<file path="config.mk">
export PLATFORM = sky130hd
export DESIGN_NAME = exe_issue_arbiter
export DESIGN_NICKNAME = d
export VERILOG_FILES = /design/src/rtl/exe_issue_arbiter.sv
export SDC_FILE = /design/constraint.sdc
export NUM_CORES = 1
export LEC_CHECK = 0
export CAP_MARGIN = 25
export CORE_MARGIN = 3
export CORE_UTILIZATION = 47
export DETAILED_ROUTE_END_ITERATION = 8
export PLACE_DENSITY = 0.85
export SYNTH_ARGS = -nofsm -noshare
export SYNTH_HDL_FRONTEND = slang
export SYNTH_SLANG_ARGS = --single-unit
</file>
<file path="constraint.sdc">
create_clock -name CLK -period 4.3 [get_ports CLK]
set_input_delay 0.86 -clock CLK [delete_from_list [all_inputs] [get_ports CLK]]
set_output_delay 0.86 -clock CLK [all_outputs]
set_load 0.01 [all_outputs]
</file>
<file path="src/rtl/exe_issue_arbiter.sv">
// exe_issue_arbiter: two-source (ALU queue / LS queue) issue arbiter feeding a
// single EXE slot. Round-robin between sources and a multi-cycle occupancy
// window for mult/div ops. It also supports a load-use stall, a global freeze
// and a mispredict flush.
module exe_issue_arbiter #(
  parameter int ROBWIDTH   = 6,
  parameter int MULDIV_LAT = 4
) (
  input  logic                CLK,
  input  logic                RESET,
  input  logic                FREEZE,
  input  logic                Flush_IN,
  input  logic                Hazard_IN,
  input  logic                ALU_req_IN,
  input  logic [ROBWIDTH-1:0] ALU_rob_IN,
  input  logic                ALU_muldiv_IN,
  input  logic                LS_req_IN,
  input  logic [ROBWIDTH-1:0] LS_rob_IN,
  output logic                ALU_grant_OUT,
  output logic                LS_grant_OUT,
  output logic                Issue_Valid_OUT,
  output logic [ROBWIDTH-1:0] Issue_ROB_OUT,
  output logic                Issue_Src_OUT,
  output logic                Busy_OUT
);

  typedef enum logic [1:0] {
    ST_ARB    = 2'd0,
    ST_MULDIV = 2'd1,
    ST_STALL  = 2'd2
  } state_t;

  localparam logic [3:0] MD_START = 4'(MULDIV_LAT - 1);

  state_t              r_state, w_state_next;
  logic [3:0]          r_cnt, w_cnt_next;
  logic                r_rr_ls, w_rr_next;      // 1: LS wins a tie
  logic                r_valid, w_valid_next;
  logic [ROBWIDTH-1:0] r_rob, w_rob_next;
  logic                r_src, w_src_next;
  logic                r_busy, w_busy_next;
  logic                w_open;
  logic                w_alu_grant, w_ls_grant;

  // State and issue-slot registers; reset dominates everything else.
  always_ff @(posedge CLK) begin
    if (RESET) begin
      r_state <= ST_ARB;
      r_cnt   <= 4'd0;
      r_rr_ls <= 1'b0;
      r_valid <= 1'b0;
      r_rob   <= '0;
      r_src   <= 1'b0;
      r_busy  <= 1'b0;
    end else begin
      r_state <= w_state_next;
      r_cnt   <= w_cnt_next;
      r_rr_ls <= w_rr_next;
      r_valid <= w_valid_next;
      r_rob   <= w_rob_next;
      r_src   <= w_src_next;
      r_busy  <= w_busy_next;
    end
  end

  // Grant selection and next-state logic; flush beats freeze beats hazard.
  always_comb begin
    w_state_next = r_state;
    w_cnt_next   = r_cnt;
    w_rr_next    = r_rr_ls;
    w_valid_next = r_valid;
    w_rob_next   = r_rob;
    w_src_next   = r_src;
    w_busy_next  = r_busy;
    w_alu_grant  = 1'b0;
    w_ls_grant   = 1'b0;

    w_open = (r_state == ST_ARB) && !RESET && !FREEZE && !Flush_IN && !Hazard_IN;
    if (w_open) begin
      if (ALU_req_IN && (!LS_req_IN || !r_rr_ls)) begin
        w_alu_grant = 1'b1;
      end else if (LS_req_IN) begin
        w_ls_grant = 1'b1;
      end
    end

    if (Flush_IN) begin
      w_state_next = ST_ARB;
      w_cnt_next   = 4'd0;
      w_valid_next = 1'b0;
      w_busy_next  = 1'b0;
    end else if (!FREEZE) begin
      case (r_state)
        ST_ARB: begin
          if (Hazard_IN) begin
            // EXE re-evaluates the op already in the slot, so the slot holds.
            w_state_next = ST_STALL;
          end else if (w_alu_grant) begin
            w_valid_next = 1'b1;
            w_rob_next   = ALU_rob_IN;
            w_src_next   = 1'b0;
            w_rr_next    = 1'b1;
            if (ALU_muldiv_IN) begin
              w_state_next = ST_MULDIV;
              w_cnt_next   = MD_START;
              w_busy_next  = 1'b1;
            end
          end else if (w_ls_grant) begin
            w_valid_next = 1'b1;
            w_rob_next   = LS_rob_IN;
            w_src_next   = 1'b1;
            w_rr_next    = 1'b0;
          end else begin
            w_valid_next = 1'b0;
          end
        end
        ST_MULDIV: begin
          // Hazard is irrelevant while the mult/div owns EXE.
          w_valid_next = 1'b0;
          if (r_cnt <= 4'd1) begin
            w_state_next = ST_ARB;
            w_cnt_next   = 4'd0;
            w_busy_next  = 1'b0;
          end else begin
            w_cnt_next = r_cnt - 4'd1;
          end
        end
        ST_STALL: begin
          if (!Hazard_IN) begin
            w_state_next = ST_ARB;
          end
        end
        default: begin
          w_state_next = ST_ARB;
        end
      endcase
    end
  end

  assign ALU_grant_OUT   = w_alu_grant;
  assign LS_grant_OUT    = w_ls_grant;
  assign Issue_Valid_OUT = r_valid;
  assign Issue_ROB_OUT   = r_rob;
  assign Issue_Src_OUT   = r_src;
  assign Busy_OUT        = r_busy;

endmodule

</file>
==> results by group, run 1 <==
Outcome
  – Outcome: completed

Route
  – Vias: 849
  – Initial DRC count: 11
  – Final wirelength: between 1500 and 2000 um
  – # DRC: 0
  – First drt pass iteration count: 2
  – DR vias/cell: 5.37
  – Avg WL per Cell: 12.4 um
  – Post-route ant nets: 0

Layout
  – Nets: around 160
  – Layout area overhead: 38.4%
  – Post-Layout Cell Count: ~160
  – Antenna fix cells: 0
  – Multi-input logic area: 515 um^2
  – FILL cells: between 150 and 200
  – Final Instance Area: around 0.0012 mm^2
  – Final Core Density: a little over two thirds
  – Layout cell share with drive strength beyond 1: between 10% and 20%
  – FF/Latch Area: about 320 um^2

Setup path
  – R2R Setup Slk: 2600 ps
  – WP data required: ~3400 ps
  – Largest stage delay, worst path: 600 ps
  – Worst path bufs/invs: 2
  – Worst setup endpoint: ALU_grant_OUT
  – Arrival @ worst endpoint: roughly 2600 ps
  – Worst Setup End Kind: primary output
  – Worst-path cell chain: clkdlybuf4s50_1, nor2_2, and3_2, clkdlybuf4s50_1
  – Worst r2r dst: r_cnt[3]
  – Slowest library cell on the worst path: clkdlybuf4s50_1
  – CP startpoint: RESET
  – Critical path type: in2out
  – CP dominant cell by count: clkdlybuf4s50_1
  – Crit path max-delay family: buffers and inverters
  – Worst-path maximum fanout: 10
  – Worst R2R Start: r_cnt[0]
  – CP Launch Type: primary input
  – Worst r2r path cells: 6
  – Critical path depth: 4

Die
  – Initial Util: 50.6%
  – Die Y: roughly 49 um
  – Io pins: 31
  – Die width: 49.4 um
  – Cell row count: 15
  – Die ar.: ~0.0024 mm^2
  – Core area: around 0.0017 mm^2

Synth
  – Syn Area/Cell: about 8.6 um^2
  – Synth warn: 0
  – Number of enable flip-flop cells after synthesis: 0
  – Most frequent cell after synthesis: nor2_1
  – #FFs+latches synth: 16
  – Cells after synthesis: roughly 100
  – Top-area cell type share of the netlist area: between 30 and 40%
  – Cell Area, Synth: roughly 880 um^2
  – Area leader, netlist: dfxtp_1
  – Top_reg_cell synth: dfxtp_1
  – Syn Nets: between 100 and 150
  – Post-synth top cells: nor2_1, dfxtp_1, o21ai_0
  – Sequential share of the synthesized area: a little over a third
  – Post-synthesis cell type count: 34
  – Async SR Flop Fraction: 0%
  – Synth top area cells: dfxtp_1, nor2_1, nand3b_1

Clock network
  – Post-CTS Setup Inserts: 0
  – CTS tree: yes
  – Clk root buf: clkbuf_4
  – TritonCTS Sinks: 16
  – Total CTS buffers: 3
  – Clock-pin transition on the worst setup and hold timing paths: about 90 ps
  – Max Buffers Root-to-Sink: 2
  – CTS resizes: 0
  – Cts hold-fix bufs: 0
  – Clk_lat worst skew: between 200 and 300 ps
  – H-tree depth: 1

Power and ir drop
  – Comb power frac: approximately 16%
  – Clk pwr share: roughly 33%
  – P_leak: approximately 0.42 nW
  – Switching Share: ~23%
  – Net Switching: roughly 0.000068 W
  – Sequential share of power: about half
  – Power per Cell Area: 244 mW/mm^2
  – Peak VDD IR: between 200 and 250 uV
  – Pint: between 0.0002 and 0.00025 W

Global routing
  – Final global-route overflow total: 0
  – Pin count of the biggest net entering global routing: 13
  – First-pass GRT wire length: between 3000 and 4000 um
  – Number of global-route vias before repair: 853
  – Initial antenna violation count: 0
  – All-Layer GR Usage: 18.6%

STA
  – Slew Viols, Final: 0
  – Clock Skews: around 7.3 ps
  – Total negative setup slack: 0 ps
  – # setup viols final: 0
  – Final Hold Fails: 0
  – Relative slew slack: 74.2%
  – Setup WS post-layout: ~800 ps
  – Period utilization: between 80% and 90%
  – Worst-Margin Slew: a little under 400 ps
  – Fmax: between 200 and 300 MHz
  – Final min period: between 3000 and 4000 ps
  – Unrepaired setup endpoints after global routing: false

Placed design
  – DP HPWL: around 1600 um
  – Placed inst area: 0.00119 mm^2
  – Routability congestion estimate from global placement: between 0.8 and 0.9
  – PortBufs: 30
  – Dpl ws: ~770 ps
  – Placed Instances: 154

Run
  – Max cap viols: 0

Hold path
  – Worst hold path type: reg2reg
cell usage in the layout (no fill, tap or decap), types with 2 or more instances in the layout:
cell	synthesis	routed
clkdlybuf4s50_1	0	30
nor2_1	19	19
dfxtp_1	16	16
o21ai_0	10	10
nand3b_1	7	7
a211oi_1	6	6
inv_1	5	5
a21oi_1	5	5
nand2_1	3	3
clkbuf_4	0	3
a21boi_1	2	2
mux2i_1	2	2
nor3_1	2	2
o221a_2	2	2
ha_1	2	2
routing by layer:
layer	vias to the layer above	GRT usage [%]	wire length, um	share of wire (%)
met4	0	4.74	17	0.86
met3	2	5.20	113	5.7
met1	393	21.7	860	44
li1	432	-	-	-
met5	-	0	0	0
met2	22	33.0	975	50
flip-flops by register name (all words and copies together), names as in the netlist:
name	cells
Issue_ROB_OUT	6
r_cnt	4
r_state	2
Busy_OUT	1
Issue_Src_OUT	1
Issue_Valid_OUT	1
r_rr_ls	1
cell type report:
type	count	share of cell area [%]
Inverter	5	1.54
Clock buffer	4	2.97
Multi-Input combinational cell	78	42.2
Sequential cell	16	26.2
Timing Repair Buffer	30	24.6
Tap cell	25	2.56
how the worst min path moves through the flow:
| stage | startpoint | end | slack [ps] | cells after the start |
|---|---|---|---|---|
| 3_5_place_dp | Busy_OUT | Busy_OUT | 450 | 2 |
| 3_3_place_gp | Busy_OUT | Busy_OUT | 450 | 2 |
| 2_1_floorplan | r_rr_ls | r_rr_ls | 450 | 2 |
| 4_1_cts | Busy_OUT | Busy_OUT | 470 | 2 |
| 6_report | Busy_OUT | Busy_OUT | 460 | 2 |
| 5_1_grt | Busy_OUT | Busy_OUT | 490 | 2 |
per-stage QoR:
step	power, W	hold slack [ps]
after floorplan	0.000178	452
after global placement	0.000203	451
after detailed placement	0.000204	452
after CTS	0.000301	466
after global routing	0.000311	490
final	0.000298	464
kinds of logic (layout without fill, tap and decap cells):
kind of cell	after synthesis	after routing	synth area share, %
buf+inv	9	39	5.38
mux	2	2	2.27
compound gates	31	31	25.1
simple gates	43	43	28.2
fa+ha+maj	2	2	2.83
flops	16	16	36.3
power by group through the flow:
stage	logic (W)	clock network (W)	registers [W]
global route	0.0000517	0.000106	0.000153
floorplan	0.0000217	0	0.000157
global placement	0.0000469	0	0.000156
CTS	0.0000477	0.000100	0.000153
finish	0.0000473	0.0000981	0.000153
detailed placement	0.0000476	0	0.000156
tightest hold or removal path, cell delays in order, from the launching register on:
cell and delay, ps:
dfxtp_1 330, o41ai_2 50, a21oi_1 50
Power figures use the tool's default switching activity.
==> run 2, diff against run 1 <==
CORE_UTILIZATION = 43   (was 47)
PLACE_DENSITY = 0.79   (was 0.85)
clock period = 3.4 ns   (was 4.3 ns; I/O delays follow)
==> run 2 against run 1 <==
Clock skew down 2.8 ps. Combinational power up 32%. Sequential power up 26%. Largest power group unchanged. Final area up 1.2%. Critical path type unchanged. Global-route usage down 0.41 points.
==> results by group, run 2 (same netlist as run 1, synthesis figures left out) <==
Route
  – Final wirelength: 2080 um
  – Avg WL per Cell: ~13 um
  – Post-route ant nets: 0
  – # DRC: 0
  – Vias: 866
  – DR vias/cell: 5.41
  – First drt pass iteration count: 4
  – Initial DRC count: 12

STA
  – Period utilization: 89.0%
  – Unrepaired setup endpoints after global routing: false
  – Total negative setup slack: 0 ps
  – Worst-Margin Slew: 387 ps
  – Slew Viols, Final: 0
  – Relative slew slack: between 70 and 80%
  – Fmax: approximately 330 MHz
  – Final Hold Fails: 0
  – Clock Skews: 4.45 ps
  – Final min period: around 3000 ps
  – # setup viols final: 0

Layout
  – Nets: 158
  – Most common cell after layout, fill and taps aside: clkdlybuf4s50_1
  – Most frequent cells in the layout: clkdlybuf4s50_1, nor2_1, dfxtp_1, o21ai_0, nand3b_1
  – FILL cells: around 170
  – Final Core Density: 67.3%
  – Multi-input logic area: between 500 and 600 um^2
  – Antenna fix cells: 0
  – Layout cell share with drive strength beyond 1: 11.9%
  – Max reg flops: 6
  – Layout area overhead: 40.1%
  – FF/Latch Area: between 300 and 400 um^2

Placed design
  – PortBufs: 30
  – Routability congestion estimate from global placement: 0.825
  – DP HPWL: 1660 um

Die
  – Initial Util: between 40% and 50%
  – Die Y: 51.3 um
  – Die ar.: 0.00263 mm^2
  – Core area: roughly 0.0018 mm^2
  – Io pins: 31
  – Die width: 51.3 um
  – Cell row count: 15

Clock network
  – Total CTS buffers: 3
  – Clock-pin transition on the worst setup and hold timing paths: about 100 ps
  – CTS resizes: 0
  – H-tree depth: 1
  – Clk root buf: clkbuf_4
  – Cts hold-fix bufs: 0
  – Post-CTS Setup Inserts: 0
  – Max Buffers Root-to-Sink: 2
  – CTS tree: yes
  – Clk_lat worst skew: between 200 and 300 ps
  – TritonCTS Sinks: 16

Setup path
  – Worst path bufs/invs: 2
  – Critical path type: in2out
  – Arrival @ worst endpoint: about 2400 ps
  – WP data required: 2720 ps
  – CP Launch Type: primary input
  – Worst-path cell chain: clkdlybuf4s50_1, a21boi_1, and3_2, clkdlybuf4s50_1
  – Largest stage delay, worst path: about 550 ps
  – Crit path max-delay family: buffers and inverters
  – Worst Setup End Kind: primary output
  – Worst-path maximum fanout: 4
  – CP dominant cell by count: clkdlybuf4s50_1
  – Slowest library cell on the worst path: clkdlybuf4s50_1

Power and ir drop
  – Power per Cell Area: slightly above 300 mW/mm^2
  – P_leak: 0.431 nW
  – Peak VDD IR: 176 uV

Outcome
  – Outcome: completed

Global routing
  – Pin count of the biggest net entering global routing: 13
  – First-pass GRT wire length: roughly 3500 um
  – Initial antenna violation count: 0
  – All-Layer GR Usage: 18.2%
  – Number of global-route vias before repair: roughly 840
  – Final global-route overflow total: 0

Hold path
  – Worst hold path type: reg2reg

Run
  – Max cap viols: 0
[run 2: final timing paths]
check                  start       endpoint  slack [ps]  cells past startpoint
setup / recovery  ALU_req_IN  ALU_grant_OUT         370                      4
hold / removal      Busy_OUT       Busy_OUT         480                      2
setup reg to reg    r_cnt[0]       r_cnt[3]        1710                      6
hold reg to reg     Busy_OUT       Busy_OUT         480                      2
[run 2: cell type report]
class | instances | area share (%)
Clock buffer | 4 | 2.93
Inverter | 5 | 1.52
Multi-Input combinational cell | 78 | 41.7
Sequential cell | 16 | 25.9
Tap cell | 25 | 2.53
Timing Repair Buffer | 32 | 25.5
[run 2: worst reg2reg max path: stages (launching register included)]
cell and delay, ps:
dfxtp_1 410, inv_1 70, ha_1 230, nor2_1 220, nor3_1 130, or4_1 500
o21ai_1 80
[run 2: layer usage]
layer	global-route usage, %	up-vias	share of wire (%)
met2	33.0	21	50
met3	3.50	5	6.0
li1	-	437	-
met5	0	-	0
met1	19.4	403	42
met4	10.5	0	2.5
[run 2: power breakdown]
part	internal [W]	total, W	switching [W]
Clock	0.0000652	0.000127	0.0000621
Sequential	0.000191	0.000193	0.00000255
Combinational	0.0000367	0.0000624	0.0000257
Total	0.000292	0.000383	0.0000903
[run 2: per-stage QoR]
step | hold slack [ps] | setup WS [ps] | total power, W | area [um^2] | std cells
after global placement | 456 | 434 | 0.000259 | 1200 | 156
after global routing | 512 | 313 | 0.000400 | 1240 | 160
after CTS | 483 | 378 | 0.000386 | 1240 | 160
after detailed placement | 469 | 384 | 0.000260 | 1200 | 156
after floorplan | 452 | 1380 | 0.000226 | 883 | 103
final | 479 | 374 | 0.000383 | 1240 | 160
==> RTL edit 1: new RTL, config.mk and constraints of run 1 <==
The 3 states of `state_t` get a one-hot encoding in 3 bits.
--- a/src/rtl/exe_issue_arbiter.sv
+++ b/src/rtl/exe_issue_arbiter.sv
@@ -24,10 +24,10 @@
   output logic                Busy_OUT
 );
 
-  typedef enum logic [1:0] {
-    ST_ARB    = 2'd0,
-    ST_MULDIV = 2'd1,
-    ST_STALL  = 2'd2
+  typedef enum logic [2:0] {
+    ST_ARB    = 3'b001,
+    ST_MULDIV = 3'b010,
+    ST_STALL  = 3'b100
   } state_t;
 
   localparam logic [3:0] MD_START = 4'(MULDIV_LAT - 1);
Behaviour: no difference found for any inputs over 10 cycles, from zero or initial values and one cycle with RESET high; not proved beyond that.
==> RTL edit 1 against run 1 <==
Sequential share of layout area increased by 2.0 points; setup slack lost 200 ps; design area down 1.2%; power shrank 0.32%; sequential cell count increased by 1; global-route usage is 1.7 points higher; highest routed layer unchanged; wire length is 19% higher; area after synthesis down 2.1%.
==> RTL edit 1: results (changes against run 1) <==
status:
  status: "completed"
cts:
  cts_resized: 0  # unchanged
  clk_pin_slew_ps: 110  # +20 ps
  cts_max_path_buffers: 2  # unchanged
  numCtsBuffers: 3  # unchanged
  clock_latency_ps: 300  # +20 ps
  htree_levels: 1  # unchanged
  cts_root_buf: "clkbuf_4"
  cts_setup_buffers: 0  # unchanged
worst_setup_path:
  r2r_end: "Issue_ROB_OUT[3]"
  r2r_cells: 4  # -2
  r2r_start: "r_state[0]"
  crit_arrival_ps: 2850  # +210 ps
  reg2reg_setup_slack_ps: 2520  # -80 ps
  startpoint: "FREEZE"
  cp_max_fo: 10  # unchanged
sta:
  tns_ps: 0  # unchanged
  finalClockSkew_ps: 2.22  # -5.03 ps
  finalCritPeriodShare_pct: 86.2  # +4.7 points
  tightest_slew_ps: 737  # +351 ps
synth:
  yosys_most_used_dff: "dfxtp_1"
  ys_top_cells_by_area: "dfxtp_1 (39%), a21oi_1 (10%), a22oi_1 (5.2%)"
  syn_inst: 104  # +0.97%
  synthArstFlopShare_pct: 0  # unchanged
  synth_nets: 126  # +0.80%
  ys_seq_area_share_pct: 39.4  # +3.1 points
  synth.distinct_cells: 32  # -5.9%
  synthTopCellsByCount: "a21oi_1 (18), dfxtp_1 (17), nand2_1 (9), nor2_1 (9), a22oi_1 (6)"
  netlist.area_leader.share_pct: 39.4  # +3.1 points
global_routing:
  grt_pass1_vias: 886  # +3.9%
  grt_util_all_layers_pct: 20.3  # +1.7 points
  antenna_found_initial: 0  # unchanged
  grt_max_degree: 11  # -2
  grt_pass1_wl_mm: 3.81  # +5.1%
place:
  placedCellCount: 154  # unchanged
  placed_cell_area_mm2: 0.00118  # -0.53%
  dp_slack_ps: 621  # -154 ps
  hpwl_mm: 1.77  # +11%
  gp_congestion: 0.887  # +10%
  port_buffers: 30  # unchanged
finish:
  fin_nets: 157  # +0.64%
  nFillCells: 126  # -19%
  insertedDiodeCount: 0  # unchanged
  drive_gt1_share_pct: 5.97  # -4.6 points
detailed_routing:
  first_pass_iters: 4  # +2
  routedWlPerCell_um: 14.8  # +19%
  drt_iter0_drc: 26  # +15
  wl_mm: 2.33  # +19%
  vias: 921  # +8.5%
pwr:
  vdd_drop_max_mv: 0.228  # +4.4%
  p_leak_uw: 0.000435  # +3.4%
worst_hold_path:
  hold_start: "Issue_ROB_OUT[5]"
==> RTL edit 1: layer usage <==
layer | GRT usage (%) | vias to the layer above | wire, um
li1 | - | 455 | -
met1 | 24.4 | 424 | 1010
met2 | 34.8 | 37 | 1170
met3 | 5.81 | 5 | 142
met4 | 5.69 | 0 | 17
met5 | 0 | - | 0
==> RTL edit 1: power breakdown <==
| group | internal, uW | switching, uW | total (uW) |
|---|---|---|---|
| Sequential | 160 | 2.33 | 162 |
| Clock | 34.7 | 55.5 | 90.2 |
| Combinational | 25.1 | 19.7 | 44.8 |
| Total | 220 | 77.5 | 297 |
==> RTL edit 1: worst max-delay path, cell delays in order <==
cell             delay [ps]
clkdlybuf4s50_1         570
nor4_4                  350
and3_1                  440
clkdlybuf4s50_1         620
==> RTL edit 1: cell type report <==
type / count / area (um2) / share of cell area (%)
Clock buffer: 3 / 22.5 / 1.87
Clock inverter: 1 / 5.00 / 0.415
Inverter: 4 / 15.0 / 1.24
Multi-Input combinational cell: 78 / 487 / 40.3
Sequential cell: 17 / 340 / 28.2
Tap cell: 24 / 30.0 / 2.49
Timing Repair Buffer: 31 / 308 / 25.5
==> RTL edit 1: logic make-up after synthesis <==
logic type	synth area share (%)
AND/OR/NAND/NOR	26.3
AO/OA/AOI/OAI	27.1
flip-flops	39.4
adder cells (fa/ha/maj)	2.89
buffers and inverters	4.34
==> RTL edit 1: how the worst min path moves through the flow <==
stage,cells after the start,end,slack [ps]
2_1_floorplan,2,r_cnt[3],470
3_3_place_gp,2,Issue_ROB_OUT[3],440
3_5_place_dp,2,Issue_ROB_OUT[2],450
4_1_cts,2,Issue_ROB_OUT[5],460
5_1_grt,2,Issue_ROB_OUT[5],480
6_report,2,Issue_ROB_OUT[5],460
==> RTL edit 2: new RTL, flow settings as in run 1 <==
Without the edit above. Set the parameter `ROBWIDTH` to 12 (it was 6).
--- a/src/rtl/exe_issue_arbiter.sv
+++ b/src/rtl/exe_issue_arbiter.sv
@@ -3,7 +3,7 @@
 // window for mult/div ops. It also supports a load-use stall, a global freeze
 // and a mispredict flush.
 module exe_issue_arbiter #(
-  parameter int ROBWIDTH   = 6,
+  parameter int ROBWIDTH   = 12,
   parameter int MULDIV_LAT = 4
 ) (
   input  logic                CLK,
Interface: changed (resized ALU_rob_IN, Issue_ROB_OUT and LS_rob_IN); port bits go from 31 to 49. The function was not compared with the original's and may differ.
==> RTL edit 2 against run 1 <==
Area after synthesis up 39%; wire length up 65%; register-to-register slack better by 50 ps; die area up 34%; design area up 42%; power up 38%; synthesized cell count up 34%; setup slack worse by 110 ps; sequential power up 38%; sequential cell count up 6; critical path type unchanged; critical endpoint unchanged.
==> RTL edit 2: results (changes against run 1) <==
status:
  status: "completed"
synth:
  ys_seq_area_share_pct: 35.8  # -0.49 points
  synth.distinct_cells: 35  # +2.9%
  syn_inst: 138  # +34%
  synth_nets: 172  # +38%
pwr:
  p_leak_uw: 0.000571  # +36%
  p_int_uw: 307  # +34%
  seq_power_share_pct: 51.4  # +0.2 points
  pg_clk_uw: 117  # +19%
  pwr-share-clk_pct: 28.6  # -4.3 points
  vdd_drop_max_mv: 0.212  # -2.9%
sta:
  layout_min_cycle_time_ps: 3610  # +107 ps
  tightest_slew_ps: 501  # +115 ps
  finalClockSkew_ps: 5.10  # -2.15 ps
global_routing:
  grt_use_met1_pct: 25.7  # +4.0 points
  grt_util_all_layers_pct: 20.6  # +1.9 points
  grt_max_degree: 17  # +4
cts:
  clk_pin_slew_ps: 120  # +30 ps
place:
  port_buffers: 48  # +60%
  placedCellCount: 208  # +35%
  gp_congestion: 0.834  # +3.4%
  dp_slack_ps: 683  # -91.9 ps
  placed_cell_area_mm2: 0.00170  # +43%
  hpwl_mm: 2.42  # +52%
worst_hold_path:
  hold_start: "Issue_ROB_OUT[6]"
  hold_path_end: "Issue_ROB_OUT[6]"
detailed_routing:
  wl_met1_mm: 1.41  # +64%
  first_pass_iters: 4  # +2
  vias: 1182  # +39%
  routedWlPerCell_um: 15.3  # +23%
  wl_met2_mm: 1.61  # +65%
  wl_met3_um: 198  # +75%
finish:
  largest_reg_flops: 12  # +6
  utilization_pct: 74.3  # +4.2 points
  nFillCells: 191  # +23%
  fin_nets: 219  # +40%
  drive_gt1_share_pct: 12.0  # +1.4 points
worst_setup_path:
  reg2reg_setup_slack_ps: 2650  # +50 ps
  cp_max_fo: 16  # +6
  crit_arrival_ps: 2750  # +110 ps
  r2r_cells: 5  # -1
==> RTL edit 2: cell types whose count changed after synthesis, moves of 6 or more <==
cell | run 1 | this run
a211oi_2 | 0 | 9
dfxtp_1 | 16 | 22
o21ai_0 | 10 | 3
nor3b_1 | 0 | 13
o21bai_1 | 0 | 12
nand3b_1 | 7 | 0
==> RTL edit 2: cells by family after synthesis <==
group / count (synthesis) / share of synthesized area, %
AOI/OAI and AO/OA: 43 / 29.5
DFF: 22 / 35.8
xor gates and xnor gates: 1 / 0.712
buffers and inverters: 13 / 6.40
adders and majority gates: 2 / 2.03
and+or+nand+nor: 57 / 25.6
==> RTL edit 2: area by class of cell <==
class                           count  share of cell area, %
Multi-Input combinational cell    103                   41.0
Sequential cell                    22                   25.3
Timing Repair Buffer               50                   28.5
Tap cell                           28                   2.02
Clock buffer                        4                   2.09
Inverter                            5                   1.08
